===== src/rtl/mpu_bus_if_pkg.sv =====
// Shared types and constants for the MPU-to-memory bus bridge.
package mpu_bus_if_pkg;

  typedef enum logic [1:0] {
    IDLE = 2'd0,
    REQ  = 2'd1,
    DONE = 2'd2
  } state_e;

  localparam logic [7:0] OPEN_BUS_DEFAULT = 8'hFF;
  localparam int         CNT_W            = 8;

endpackage


===== src/rtl/mpu_bus_if_bus_timer.sv =====
// Wait-cycle counter for one memory request; flags when the abort limit is reached.
module bus_timer
  import mpu_bus_if_pkg::*;
(
  input  logic             clk,
  input  logic             rst_n,
  input  logic             clear,
  input  logic             enable,
  input  logic [CNT_W-1:0] limit,
  output logic             expired
);

  logic [CNT_W-1:0] cnt_q;
  logic [CNT_W-1:0] cnt_d;

  always_comb begin
    cnt_d = cnt_q;
    if (clear) begin
      cnt_d = '0;
    end else if (enable) begin
      cnt_d = cnt_q + CNT_W'(1);
    end
  end

  // NOTE: state registers use non-blocking assignments so every flop samples
  // pre-edge values; blocking here would create order-dependent races.
  always_ff @(posedge clk or negedge rst_n) begin
    if (!rst_n) begin
      cnt_q <= '0;
    end else begin
      cnt_q <= cnt_d;
    end
  end

  assign expired = (cnt_q == limit);

endmodule


===== src/rtl/mpu_bus_if.sv =====
// Bridges single-cycle MPU accesses onto a req/ack memory bus with timeout abort.
module mpu_bus_if
  import mpu_bus_if_pkg::*;
#(
  parameter int         TIMEOUT  = 16,
  parameter logic [7:0] OPEN_BUS = OPEN_BUS_DEFAULT
) (
  input  logic        CLK,
  input  logic        RES_N,
  input  logic        R_W,
  input  logic [7:0]  ABL,
  input  logic [7:0]  ABH,
  input  logic [7:0]  DB_OUT,
  input  logic        HALT,
  output logic [7:0]  DB_IN,
  output logic        RDY,
  output logic        MEM_REQ,
  output logic        MEM_WE,
  output logic [15:0] MEM_ADDR,
  output logic [7:0]  MEM_WDATA,
  input  logic [7:0]  MEM_RDATA,
  input  logic        MEM_ACK,
  output logic        BUS_ERR
);

  localparam logic [CNT_W-1:0] LIMIT = CNT_W'(TIMEOUT - 1);

  state_e      state_q, state_d;
  logic [15:0] addr_q, addr_d;
  logic        we_q, we_d;
  logic [7:0]  wdata_q, wdata_d;
  logic [7:0]  rdata_q, rdata_d;
  logic        armed_q;
  logic        timer_clear;
  logic        timer_enable;
  logic        timer_expired;
  logic        abort;

  assign timer_clear  = (state_q == REQ) && (MEM_ACK || timer_expired);
  assign timer_enable = (state_q == REQ) && !MEM_ACK;

  bus_timer u_bus_timer (
    .clk     (CLK),
    .rst_n   (RES_N),
    .clear   (timer_clear),
    .enable  (timer_enable),
    .limit   (LIMIT),
    .expired (timer_expired)
  );

  // NOTE: every signal gets its default before the case so no path leaves
  // one unassigned, which would otherwise infer a latch.
  always_comb begin
    state_d = state_q;
    addr_d  = addr_q;
    we_d    = we_q;
    wdata_d = wdata_q;
    rdata_d = rdata_q;
    abort   = 1'b0;
    unique case (state_q)
      IDLE: begin
        // armed_q holds off the first issue by one edge after reset release.
        if (!HALT && armed_q) begin
          addr_d  = {ABH, ABL};
          we_d    = ~R_W;
          wdata_d = DB_OUT;
          state_d = REQ;
        end
      end
      REQ: begin
        if (MEM_ACK) begin
          if (!we_q) rdata_d = MEM_RDATA;
          state_d = DONE;
        end else if (timer_expired) begin
          if (!we_q) rdata_d = OPEN_BUS;
          abort   = 1'b1;
          state_d = DONE;
        end
      end
      DONE:    state_d = IDLE;
      default: state_d = IDLE;
    endcase
  end

  always_ff @(posedge CLK or negedge RES_N) begin
    if (!RES_N) begin
      state_q <= IDLE;
      addr_q  <= 16'h0000;
      we_q    <= 1'b0;
      wdata_q <= 8'h00;
      rdata_q <= 8'h00;
      armed_q <= 1'b0;
    end else begin
      state_q <= state_d;
      addr_q  <= addr_d;
      we_q    <= we_d;
      wdata_q <= wdata_d;
      rdata_q <= rdata_d;
      armed_q <= 1'b1;
    end
  end

  assign MEM_REQ   = (state_q == REQ);
  assign RDY       = (state_q == DONE);
  assign BUS_ERR   = abort;
  assign MEM_ADDR  = addr_q;
  assign MEM_WE    = we_q;
  assign MEM_WDATA = wdata_q;
  assign DB_IN     = rdata_q;

endmodule


===== config.mk =====
export PLATFORM = sky130hd
export DESIGN_NAME = mpu_bus_if
export DESIGN_NICKNAME = d
export VERILOG_FILES = /design/src/rtl/mpu_bus_if_pkg.sv /design/src/rtl/mpu_bus_if_bus_timer.sv /design/src/rtl/mpu_bus_if.sv
export SDC_FILE = /design/constraint.sdc
export NUM_CORES = 1
export LEC_CHECK = 0
export CAP_MARGIN = 20
export CORE_ASPECT_RATIO = 0.9
export CORE_MARGIN = 1
export CORE_UTILIZATION = 38
export DETAILED_ROUTE_END_ITERATION = 8
export PLACE_DENSITY_LB_ADDON = 0.05
export SYNTH_ARGS = -nofsm -noshare
export SYNTH_HDL_FRONTEND = slang
export SYNTH_SLANG_ARGS = --single-unit

===== constraint.sdc =====
create_clock -name CLK -period 1.6 [get_ports CLK]
set_input_delay 0.32 -clock CLK [delete_from_list [all_inputs] [get_ports CLK]]
set_output_delay 0.32 -clock CLK [all_outputs]
set_load 0.01 [all_outputs]

==> parameters.txt, run 1 <==
Parameter                              Value

Outcome
  Outcome    finished, violations left
  Violations in the final reports    setup timing

Global route
  Vias in the first global route    1,450
  Number of antenna violations at the first check in global routing    0
  Remaining global-route overflow    0
  Largest net degree at the start of global routing    26
  First-pass GRT wire length    6.837 mm
  Total track usage    18.94%

Cells and area
  Fraction of layout instances using a drive strength above 1    35.44%
  Area growth syn-to-layout    68.45%
  Final standard cell area without fillers    0.003027 mm^2
  Layout Utilization    67.42%
  Most common cell after layout, fill and taps aside    sky130_fd_sc_hd__clkdlybuf4s50_1
  Number of filler cells placed in the layout    355
  Storage element area    0.001101 mm^2
  Most used cells in the layout excluding fill and tap cells    sky130_fd_sc_hd__clkdlybuf4s50_1, sky130_fd_sc_hd__dfrtp_1, sky130_fd_sc_hd__buf_4, sky130_fd_sc_hd__mux2_2, sky130_fd_sc_hd__mux2_4
  Nets    274
  Number of antenna cells inserted    0
  Multi-input combinational cell area    738.2 um^2

Yosys
  Area fraction in and, or, nand and nor cells after synthesis    9.819%
  Library cells used by synthesis    28
  Post-synthesis mux area share    15.04%
  Cell count after synthesis    130
  Cell taking the most area after synthesis    sky130_fd_sc_hd__dfrtp_1
  Biggest area contributors in the synthesized netlist    sky130_fd_sc_hd__dfrtp_1, sky130_fd_sc_hd__mux2_2, sky130_fd_sc_hd__o22a_2
  Register bit count reported by yosys    44
  Yosys Warn Count    0
  Largest family of logic cells by synthesized area    multiplexers
  Sequential element share of the synthesized area    61.28%
  Syn Nets    168
  Area share of the largest cell type after synthesis    61.28%
  Compound-gate portion of the synthesized area    9.123%
  Avg Synthesized Cell Area    13.82 um^2
  Xor and xnor fraction of the mapped netlist area    1.462%
  Adder-cell share of the synthesized area    0.6964%
  Summed instance area of the synthesized netlist    0.001797 mm^2

Placed design
  Number of port buffers    72
  Dpl ws    -0.3873 ns
  Routability-driven placement congestion ratio    0.8280
  HPWL after DPL    3.045 mm
  Placed cell area    0.002731 mm^2

Critical path
  Category of the worst setup path capture point    output pin
  CP max stage cell    sky130_fd_sc_hd__or4_4
  Max FO, Critical Path    2
  Data arrival time of the critical path    1.57 ns
  Kind of start point of the critical path    flip-flop
  Maximum cell stage delay along the critical path    0.56 ns
  Series of cell instances along the critical path    or4_4 > nor4_4 > buf_2
  Number of buffers and inverters on the critical path    1
  Cell family with the largest share of critical-path delay    simple AND/OR/NAND/NOR gates
  Crit Path Category    flip-flop to output pin
  Required time of the worst setup path    1.28 ns

Route
  TritonRoute pass-1 iters    4
  Detailed-route via count    1,388
  Drt first-iter violations    43
  Detailed-route wire length    4.405 mm
  Via-per-instance ratio    4.642
  Met1 wire length    1.877 mm
  Max layer used    met4
  Metal3 WL    301 um
  Routed length on met2    2.193 mm
  Count of unresolved DRC violations after routing    0
  Antenna Nets Post-Route    0
  Wire per inst    14.73 um

STA
  Fin Clk Skew    0.006637 ns
  Slew Viols, Final    0
  Share of the clock period used by the worst path    117.9%
  Highest clock rate    0.5301 GHz
  Setup violators final    17
  Number of failing hold endpoints at the final stage    0
  Tmin final    1.886 ns
  Final critical-path setup slack    -0.2865 ns
  RSZ-0062 raised after global routing    yes

Clock network
  Number of H-tree levels    2
  Number of buffers created by CTS    5
  Clock transition time at the flip-flop clock pins of the worst setup and hold paths    0.09 ns
  TritonCTS clock tree    built
  Cell at the root of the clock tree    sky130_fd_sc_hd__clkbuf_8
  Worst-Skew Late Latency    0.30 ns
  Maximum number of buffers from clock root to sink    2
  Sinks on Clock Net    44

Hold path
  Classification of the worst-slack hold path    flip-flop to flip-flop

Die
  Die W    74.48 um
  Initial standard-cell utilization of the core    40.02%
  Core area    0.004489 mm^2
  Std cell rows    23
  Die boundary height    67.24 um
  Top-level port count    73
  Total Die Area    0.005008 mm^2

Power and ir drop
  Total design power    3.812 mW
  Max VDD drop    0.8145 mV
  Areal power density over the cells    1259 mW/mm^2
  Static Leak    1.313 nW

Run
  Number of maximum-capacitance violations    0
## synth_stat cells (all sizes together)
master and n:
nor2b 1, nand3 5, nand2b 1, nor4b 1, xor2 1, mux2 24
buf 3, conb 1, or2 1, nor3b 1, dfrtp 44, nand2 8
ha 1, or4 1, nor4 2, xnor2 2, nor2 6, or3 1
a21oi 2, inv 4, o21a 1, o21ai 9, o22a 8, o211a 1
and3 1
## flip-flops by register name, summed over array words and instances, names as in the netlist
| register | cells |
|---|---|
| MEM_WE | 1 |
| MEM_ADDR | 16 |
| armed_q | 1 |
| state_q | 2 |
| DB_IN | 8 |
| MEM_WDATA | 8 |
| u_bus_timer.cnt_q | 8 |
## cell families after synthesis
kind of cell / Yosys count
AND/OR/NAND/NOR: 29
adder cells (fa/ha/maj): 1
multiplexers: 24
other: 1
AO/OA/AOI/OAI: 21
buffers and inverters: 7
flip-flops: 44
XOR/XNOR: 3
## final timing paths
kind	start	endpoint	slack, ns	cells after the start
setup / recovery	u_bus_timer.cnt_q[5]$_DFFE_PN0P_	BUS_ERR	-0.29	3
hold / removal	DB_IN[2]$_DFFE_PN0P_	DB_IN[2]$_DFFE_PN0P_	0.49	1
setup reg to reg	u_bus_timer.cnt_q[5]$_DFFE_PN0P_	DB_IN[2]$_DFFE_PN0P_	-0.24	7
hold reg to reg	DB_IN[2]$_DFFE_PN0P_	DB_IN[2]$_DFFE_PN0P_	0.49	1
max in group asynchronous	RES_N	MEM_ADDR[5]$_DFFE_PN0P_	0.62	3
min in group asynchronous	RES_N	MEM_ADDR[9]$_DFFE_PN0P_	0.50	2
## layer usage
layer	track usage (%)	vias up
met4	7.311	0
met5	0	-
met1	23.14	669
met3	6.866	4
li1	-	668
met2	30.63	47
## layout make-up
cell class / instances / share of cell area [%]
well taps: 62 / 2.563
repair buffers: 102 / 32.99
clock buffers: 7 / 2.852
inverters: 4 / 0.5788
multi-input cells: 79 / 24.39
clock inverters: 1 / 0.2480
flip-flops and latches: 44 / 36.38
## what timing repair did
item | 4_1_cts | 5_1_grt
pin swaps | 5 | 7
endpoints found under the hold margin | 19 | 0
gates resized for setup | 31 | 15
endpoints found under the setup margin | 27 | 42
setup buffers | 5 | 5
gates cloned | 1 | 0
hold buffers | 1 | 0
## stage by stage
| stage | setup TNS, ns | instances | hold WS [ns] |
|---|---|---|---|
| 5_1_grt | -4.258 | 299 | 0.5130 |
| 6_report | -3.273 | 299 | 0.4937 |
| 2_1_floorplan | 0 | 130 | 0.02441 |
| 4_1_cts | -1.741 | 296 | 0.4970 |
| 3_3_place_gp | -5.098 | 281 | 0.2948 |
| 3_5_place_dp | -6.619 | 281 | 0.2962 |
## power by group
part           internal (mW)  switching (mW)  leakage [nW]
Combinational          0.964           0.519         0.737
Sequential              1.43           0.170         0.531
Clock                  0.351           0.380        0.0445
Power figures use the tool's default switching activity.
==> inputs of run 2 (changes only) <==
CORE_MARGIN = 2   (was 1)
==> run 2 against run 1 <==
The flow still finishes with violations (setup timing). Combinational power hardly changed. Clock-buffer cell count is 2 lower. Worst setup slack better by 0.067 ns. Die area is 5.7% higher. Global-route usage is 1.5 points lower. Non-clock buffer count is 2 higher. Sequential power hardly changed. Core utilization is 0.17 points higher. Clock skew is 0.0012 ns lower. Cell count stayed put.
==> parameters.txt, run 2 (synthesis results as in run 1) <==
Parameter                              Value

Power and ir drop
  Total design power    3.887 mW
  Max VDD drop    0.6706 mV
  Areal power density over the cells    1281 mW/mm^2
  Static Leak    1.320 nW

Cells and area
  Most common cell after layout, fill and taps aside    sky130_fd_sc_hd__clkdlybuf4s50_1
  Nets    276
  Layout Utilization    67.59%
  Fraction of layout instances using a drive strength above 1    35.44%
  Number of antenna cells inserted    0
  Number of flip-flops in the largest register    16
  Post-route insts no fill    299
  Final standard cell area without fillers    0.003034 mm^2
  Area growth syn-to-layout    68.87%
  Most used cells in the layout excluding fill and tap cells    sky130_fd_sc_hd__clkdlybuf4s50_1, sky130_fd_sc_hd__dfrtp_1, sky130_fd_sc_hd__buf_4, sky130_fd_sc_hd__mux2_2

Route
  TritonRoute pass-1 iters    4
  Drt first-iter violations    45
  Detailed-route via count    1,387
  Wire per inst    14.58 um
  Via-per-instance ratio    4.639
  Count of unresolved DRC violations after routing    0
  Detailed-route wire length    4.360 mm
  Antenna Nets Post-Route    0

Placed design
  HPWL after DPL    3.041 mm
  Number of placed cells counting well taps    281
  Number of port buffers    72
  Routability-driven placement congestion ratio    0.7567
  Dpl ws    -0.3299 ns
  Placed cell area    0.002731 mm^2

STA
  RSZ-0062 raised after global routing    yes
  Share of the clock period used by the worst path    113.7%
  Fin Clk Skew    0.005403 ns
  Highest clock rate    0.5496 GHz
  Number of failing hold endpoints at the final stage    0
  Hold Slack    0.4845 ns
  Final critical-path setup slack    -0.2195 ns
  Setup_tns    -1.431 ns
  Setup violators final    22
  Tmin final    1.819 ns
  Slew Viols, Final    0

Critical path
  Series of cell instances along the critical path    or4_4 > nor4_2 > buf_2
  Data arrival time of the critical path    1.50 ns
  Kind of start point of the critical path    flip-flop
  Required time of the worst setup path    1.28 ns
  Max FO, Critical Path    2
  Crit Path Category    flip-flop to output pin
  R2r worst-path depth    6
  Maximum cell stage delay along the critical path    0.54 ns
  CP max stage cell    sky130_fd_sc_hd__or4_4
  Category of the worst setup path capture point    output pin

Clock network
  TritonCTS clock tree    built
  Worst-Skew Late Latency    0.30 ns
  Sinks on Clock Net    44
  Clock transition time at the flip-flop clock pins of the worst setup and hold paths    0.08 ns
  Number of H-tree levels    2
  Maximum number of buffers from clock root to sink    2
  Cell at the root of the clock tree    sky130_fd_sc_hd__clkbuf_8
  Number of buffers created by CTS    5

Die
  Core area    0.004489 mm^2
  Die W    76.48 um
  Top-level port count    73
  Initial standard-cell utilization of the core    40.02%
  Die boundary height    69.24 um
  Total Die Area    0.005295 mm^2
  Std cell rows    23

Global route
  Largest net degree at the start of global routing    29
  Total track usage    17.49%
  Vias in the first global route    1,544
  First-pass GRT wire length    7.293 mm
  Number of antenna violations at the first check in global routing    0
  Remaining global-route overflow    0

Hold path
  Classification of the worst-slack hold path    input port to async pin

Outcome
  Violations in the final reports    setup timing
  Outcome    finished, violations left

Run
  Number of maximum-capacitance violations    0
[run 2: cell type report]
type,count,area [um^2]
fill,341,1455
sequential,44,1101
timing repair buffer,104,1022
multi-input combinational,79,716.9
tap,62,77.57
clock buffer,5,68.82
clock inverter,1,30.03
inverter,4,17.52
[run 2: where the power goes]
group	leakage (nW)	total, mW	switching, mW	internal [mW]
clock	0.0501	0.804	0.356	0.448
sequential	0.531	1.60	0.173	1.43
combinational	0.739	1.48	0.512	0.971
[run 2: worst paths after layout]
kind,startpoint,endpoint,slack (ns)
max,u_bus_timer.cnt_q[6]$_DFFE_PN0P_,BUS_ERR,-0.22
max in group asynchronous,RES_N,MEM_WDATA[1]$_DFFE_PN0P_,0.63
max reg2reg,u_bus_timer.cnt_q[6]$_DFFE_PN0P_,DB_IN[1]$_DFFE_PN0P_,-0.10
min in group CLK,MEM_ADDR[15]$_DFFE_PN0P_,MEM_ADDR[15]$_DFFE_PN0P_,0.51
min reg2reg,MEM_ADDR[15]$_DFFE_PN0P_,MEM_ADDR[15]$_DFFE_PN0P_,0.51
min,RES_N,MEM_ADDR[11]$_DFFE_PN0P_,0.48
[run 2: what timing repair did]
action                                  4_1_cts  5_1_grt
pin swaps                                    10        5
hold buffers                                  1        0
resized for setup                            15       28
gates cloned                                  0        1
endpoints found under the hold margin        16        0
endpoints found under the setup margin       11       44
setup buffers                                 3        7
[run 2: worst max-delay path, delay by kind of cell (launching register included)]
family        cells  cell delay (ns)
simple gates      2             0.66
flops             1             0.38
buf+inv           1             0.16
[run 2: per-layer routing]
| layer | GRT usage, % | vias to the layer above | wire length [um] |
|---|---|---|---|
| met3 | 7.161 | 5 | 302 |
| met2 | 28.91 | 46 | 2145 |
| met1 | 20.69 | 667 | 1868 |
| met4 | 6.061 | 0 | 43 |
| met5 | 0 | - | 0 |
| li1 | - | 669 | - |
==> inputs of run 3 (changes only) <==
CAP_MARGIN = not set   (was 20)
CORE_UTILIZATION = 39   (was 38)
SYNTH_HIERARCHICAL = 1   (was not set)
==> run 3 against run 2 <==
The run still ends with setup timing left. Core utilization decreased by 1.9 points. Synthesized cell count increased by 50%. Cell count increased by 23%. Clock power increased by 4.5%. Clock-buffer cell count increased by 1. Final area increased by 4.0%. Non-clock buffer count decreased by 3. Sequential power decreased by 3%. Hold slack got worse by 0.0053 ns. Combinational power decreased by 5%. Critical endpoint is now u_bus_timer/cnt_q[6]$_DFFE_PN0P_. Largest power group unchanged. Highest routed layer unchanged.
==> parameters.txt, run 3 <==
Parameter                              Value

Placed design
  Number of port buffers    72
  Placed cell area    0.002925 mm^2
  Routability-driven placement congestion ratio    0.6871
  Dpl ws    -0.3102 ns
  HPWL after DPL    2.992 mm

Clock network
  Number of buffers created by CTS    5
  Clock transition time at the flip-flop clock pins of the worst setup and hold paths    0.08 ns
  Worst-Skew Late Latency    0.30 ns
  Cell at the root of the clock tree    sky130_fd_sc_hd__clkbuf_8
  Maximum number of buffers from clock root to sink    2
  Number of H-tree levels    2
  Sinks on Clock Net    44
  TritonCTS clock tree    built

Die
  Die boundary height    70.77 um
  Initial standard-cell utilization of the core    40.21%
  Std cell rows    24
  Top-level port count    73
  Core area    0.004805 mm^2
  Die W    78.19 um
  Total Die Area    0.005533 mm^2

Cells and area
  Area growth syn-to-layout    63.34%
  Multi-input combinational cell area    889.6 um^2
  Nets    339
  Number of filler cells placed in the layout    438
  Number of antenna cells inserted    0
  Layout Utilization    65.68%
  Most used cells in the layout excluding fill and tap cells    sky130_fd_sc_hd__nand2_1, sky130_fd_sc_hd__clkdlybuf4s50_1, sky130_fd_sc_hd__dfrtp_1, sky130_fd_sc_hd__buf_4, sky130_fd_sc_hd__conb_1
  Final standard cell area without fillers    0.003156 mm^2
  Number of flip-flops in the largest register    16
  Fraction of layout instances using a drive strength above 1    19.54%
  Most common cell after layout, fill and taps aside    sky130_fd_sc_hd__nand2_1
  Storage element area    0.001101 mm^2

Yosys
  Cell count after synthesis    195
  Area share of the largest cell type after synthesis    56.99%
  Biggest area contributors in the synthesized netlist    sky130_fd_sc_hd__dfrtp_1, sky130_fd_sc_hd__nand2_1, sky130_fd_sc_hd__mux2_2
  Summed instance area of the synthesized netlist    0.001932 mm^2
  Most used DFF post-synth    sky130_fd_sc_hd__dfrtp_1
  Library cells used by synthesis    27
  Avg Synthesized Cell Area    9.907 um^2
  Register bit count reported by yosys    44
  Most instantiated library cell after synthesis    sky130_fd_sc_hd__nand2_1
  Post-synthesis async set-or-reset flop share    100.0%
  Sequential element share of the synthesized area    56.99%
  Number of synthesized flops with an enable pin    0
  Yosys Warn Count    6
  Top cells by count, synth    sky130_fd_sc_hd__nand2_1, sky130_fd_sc_hd__dfrtp_1, sky130_fd_sc_hd__nor2_1, sky130_fd_sc_hd__nand2b_1, sky130_fd_sc_hd__xnor2_1
  Cell taking the most area after synthesis    sky130_fd_sc_hd__dfrtp_1

Critical path
  Max FO, Critical Path    4
  Required time of the worst setup path    1.82 ns
  Category of the worst setup path capture point    flip-flop
  Crit Path Category    flip-flop to flip-flop
  Kind of start point of the critical path    flip-flop
  Data arrival time of the critical path    2.00 ns

STA
  Highest clock rate    0.5644 GHz
  Setup violators final    11
  Slew Viols, Final    0
  Number of failing hold endpoints at the final stage    0
  Share of the clock period used by the worst path    110.7%
  Final critical-path setup slack    -0.1718 ns
  Setup_tns    -1.676 ns
  Fin Clk Skew    0.002820 ns
  RSZ-0062 raised after global routing    yes
  Tmin final    1.772 ns

Route
  Detailed-route wire length    4.353 mm
  Count of unresolved DRC violations after routing    0
  Antenna Nets Post-Route    0
  Detailed-route via count    1,614
  Drt first-iter violations    99
  Via-per-instance ratio    4.398
  TritonRoute pass-1 iters    4
  Wire per inst    11.86 um

Power and ir drop
  Max VDD drop    0.6725 mV
  Static Leak    1.472 nW
  Areal power density over the cells    1202 mW/mm^2

Outcome
  Violations in the final reports    setup timing
  Outcome    finished, violations left

Global route
  Total track usage    16.76%
  Largest net degree at the start of global routing    45
  Number of antenna violations at the first check in global routing    0
  First-pass GRT wire length    7.348 mm
  Remaining global-route overflow    0
  Vias in the first global route    1,678

Run
  Number of maximum-capacitance violations    0

Hold path
  Classification of the worst-slack hold path    flip-flop to flip-flop
[run 3: cell types whose count changed after synthesis, moves of 5 or more]
| cell | delta |
|---|---|
| sky130_fd_sc_hd__mux2_2 | -16 |
| sky130_fd_sc_hd__nand2_1 | +68 |
| sky130_fd_sc_hd__nand2b_1 | +8 |
| sky130_fd_sc_hd__nand3_1 | -5 |
| sky130_fd_sc_hd__nand4_1 | +5 |
| sky130_fd_sc_hd__nor2_1 | +5 |
| sky130_fd_sc_hd__o22a_2 | -8 |
| sky130_fd_sc_hd__xnor2_1 | +7 |
[run 3: layout make-up]
type                       instances  share of cell area [%]
tap                               65                   2.577
clock buffer                       6                   2.300
multi-input combinational        148                   28.19
sequential                        44                   34.89
clock inverter                     2                   1.110
timing repair buffer             101                   30.81
inverter                           1                  0.1190
[run 3: routing by layer]
layer,share of wire (%),GRT usage [%],vias to the layer above
li1,-,-,820
met1,43,20.75,746
met2,48,27.49,43
met3,7.4,6.250,5
met4,1.3,5.263,0
met5,0,0,-
[run 3: worst max-delay path: stages (launching register included)]
cell	delay, ns
sky130_fd_sc_hd__dfrtp_1	0.40
sky130_fd_sc_hd__xnor2_1	0.15
sky130_fd_sc_hd__nand4_1	0.12
sky130_fd_sc_hd__nor2_2	0.16
sky130_fd_sc_hd__buf_6	0.13
sky130_fd_sc_hd__nor2_4	0.05
sky130_fd_sc_hd__nor2_4	0.11
sky130_fd_sc_hd__o2111ai_4	0.13
sky130_fd_sc_hd__or3_1	0.33
sky130_fd_sc_hd__a21oi_1	0.13
[run 3: power by group]
| group | internal, mW | switching (mW) | leakage (nW) |
|---|---|---|---|
| sequential | 1.39 | 0.162 | 0.542 |
| combinational | 0.858 | 0.539 | 0.875 |
| clock | 0.463 | 0.376 | 0.0552 |
[run 3: per-stage QoR]
stage / hold slack [ns] / cells / power [mW]
2_1_floorplan: 0.02441 / 202 / 2.106
3_3_place_gp: 0.3180 / 353 / 2.874
3_5_place_dp: 0.3194 / 353 / 2.895
4_1_cts: 0.4822 / 364 / 3.820
5_1_grt: 0.5010 / 367 / 4.014
6_report: 0.4792 / 367 / 3.791
[run 3: cells by family after synthesis]
kind of cell,Yosys count,share of synthesized area (%)
AND/OR/NAND/NOR,108,25.00
flip-flops,44,57.00
XOR/XNOR,12,5.441
buffers and inverters,10,3.367
AO/OA/AOI/OAI,9,2.979
multiplexers,9,5.182
other,2,0.3887
adder cells (fa/ha/maj),1,0.6476
[run 3: what timing repair did]
| item | CTS | global route |
|---|---|---|
| setup endpoints to repair | 14 | 38 |
| buffers inserted | 2 | 4 |
| hold buffers | 1 | 0 |
| endpoints found under the hold margin | 35 | 0 |
| pin swaps | 2 | 3 |
| resized for setup | 22 | 12 |
[run 3: path summary, 6_finish.rpt]
path                                             startpoint                                to  slack [ns]  depth (start not counted)
min reg2reg                         MEM_ADDR[0]$_DFFE_PN0P_           MEM_ADDR[0]$_DFFE_PN0P_        0.48                          2
min in group asynchronous                             RES_N           MEM_ADDR[6]$_DFFE_PN0P_        0.52                          3
max in group asynchronous                             RES_N  u_bus_timer/cnt_q[7]$_DFFE_PN0P_        0.87                          3
min                                 MEM_ADDR[0]$_DFFE_PN0P_           MEM_ADDR[0]$_DFFE_PN0P_        0.48                          2
max                        u_bus_timer/cnt_q[5]$_DFFE_PN0P_  u_bus_timer/cnt_q[6]$_DFFE_PN0P_       -0.17                          9
max reg2reg                u_bus_timer/cnt_q[5]$_DFFE_PN0P_  u_bus_timer/cnt_q[6]$_DFFE_PN0P_       -0.17                          9
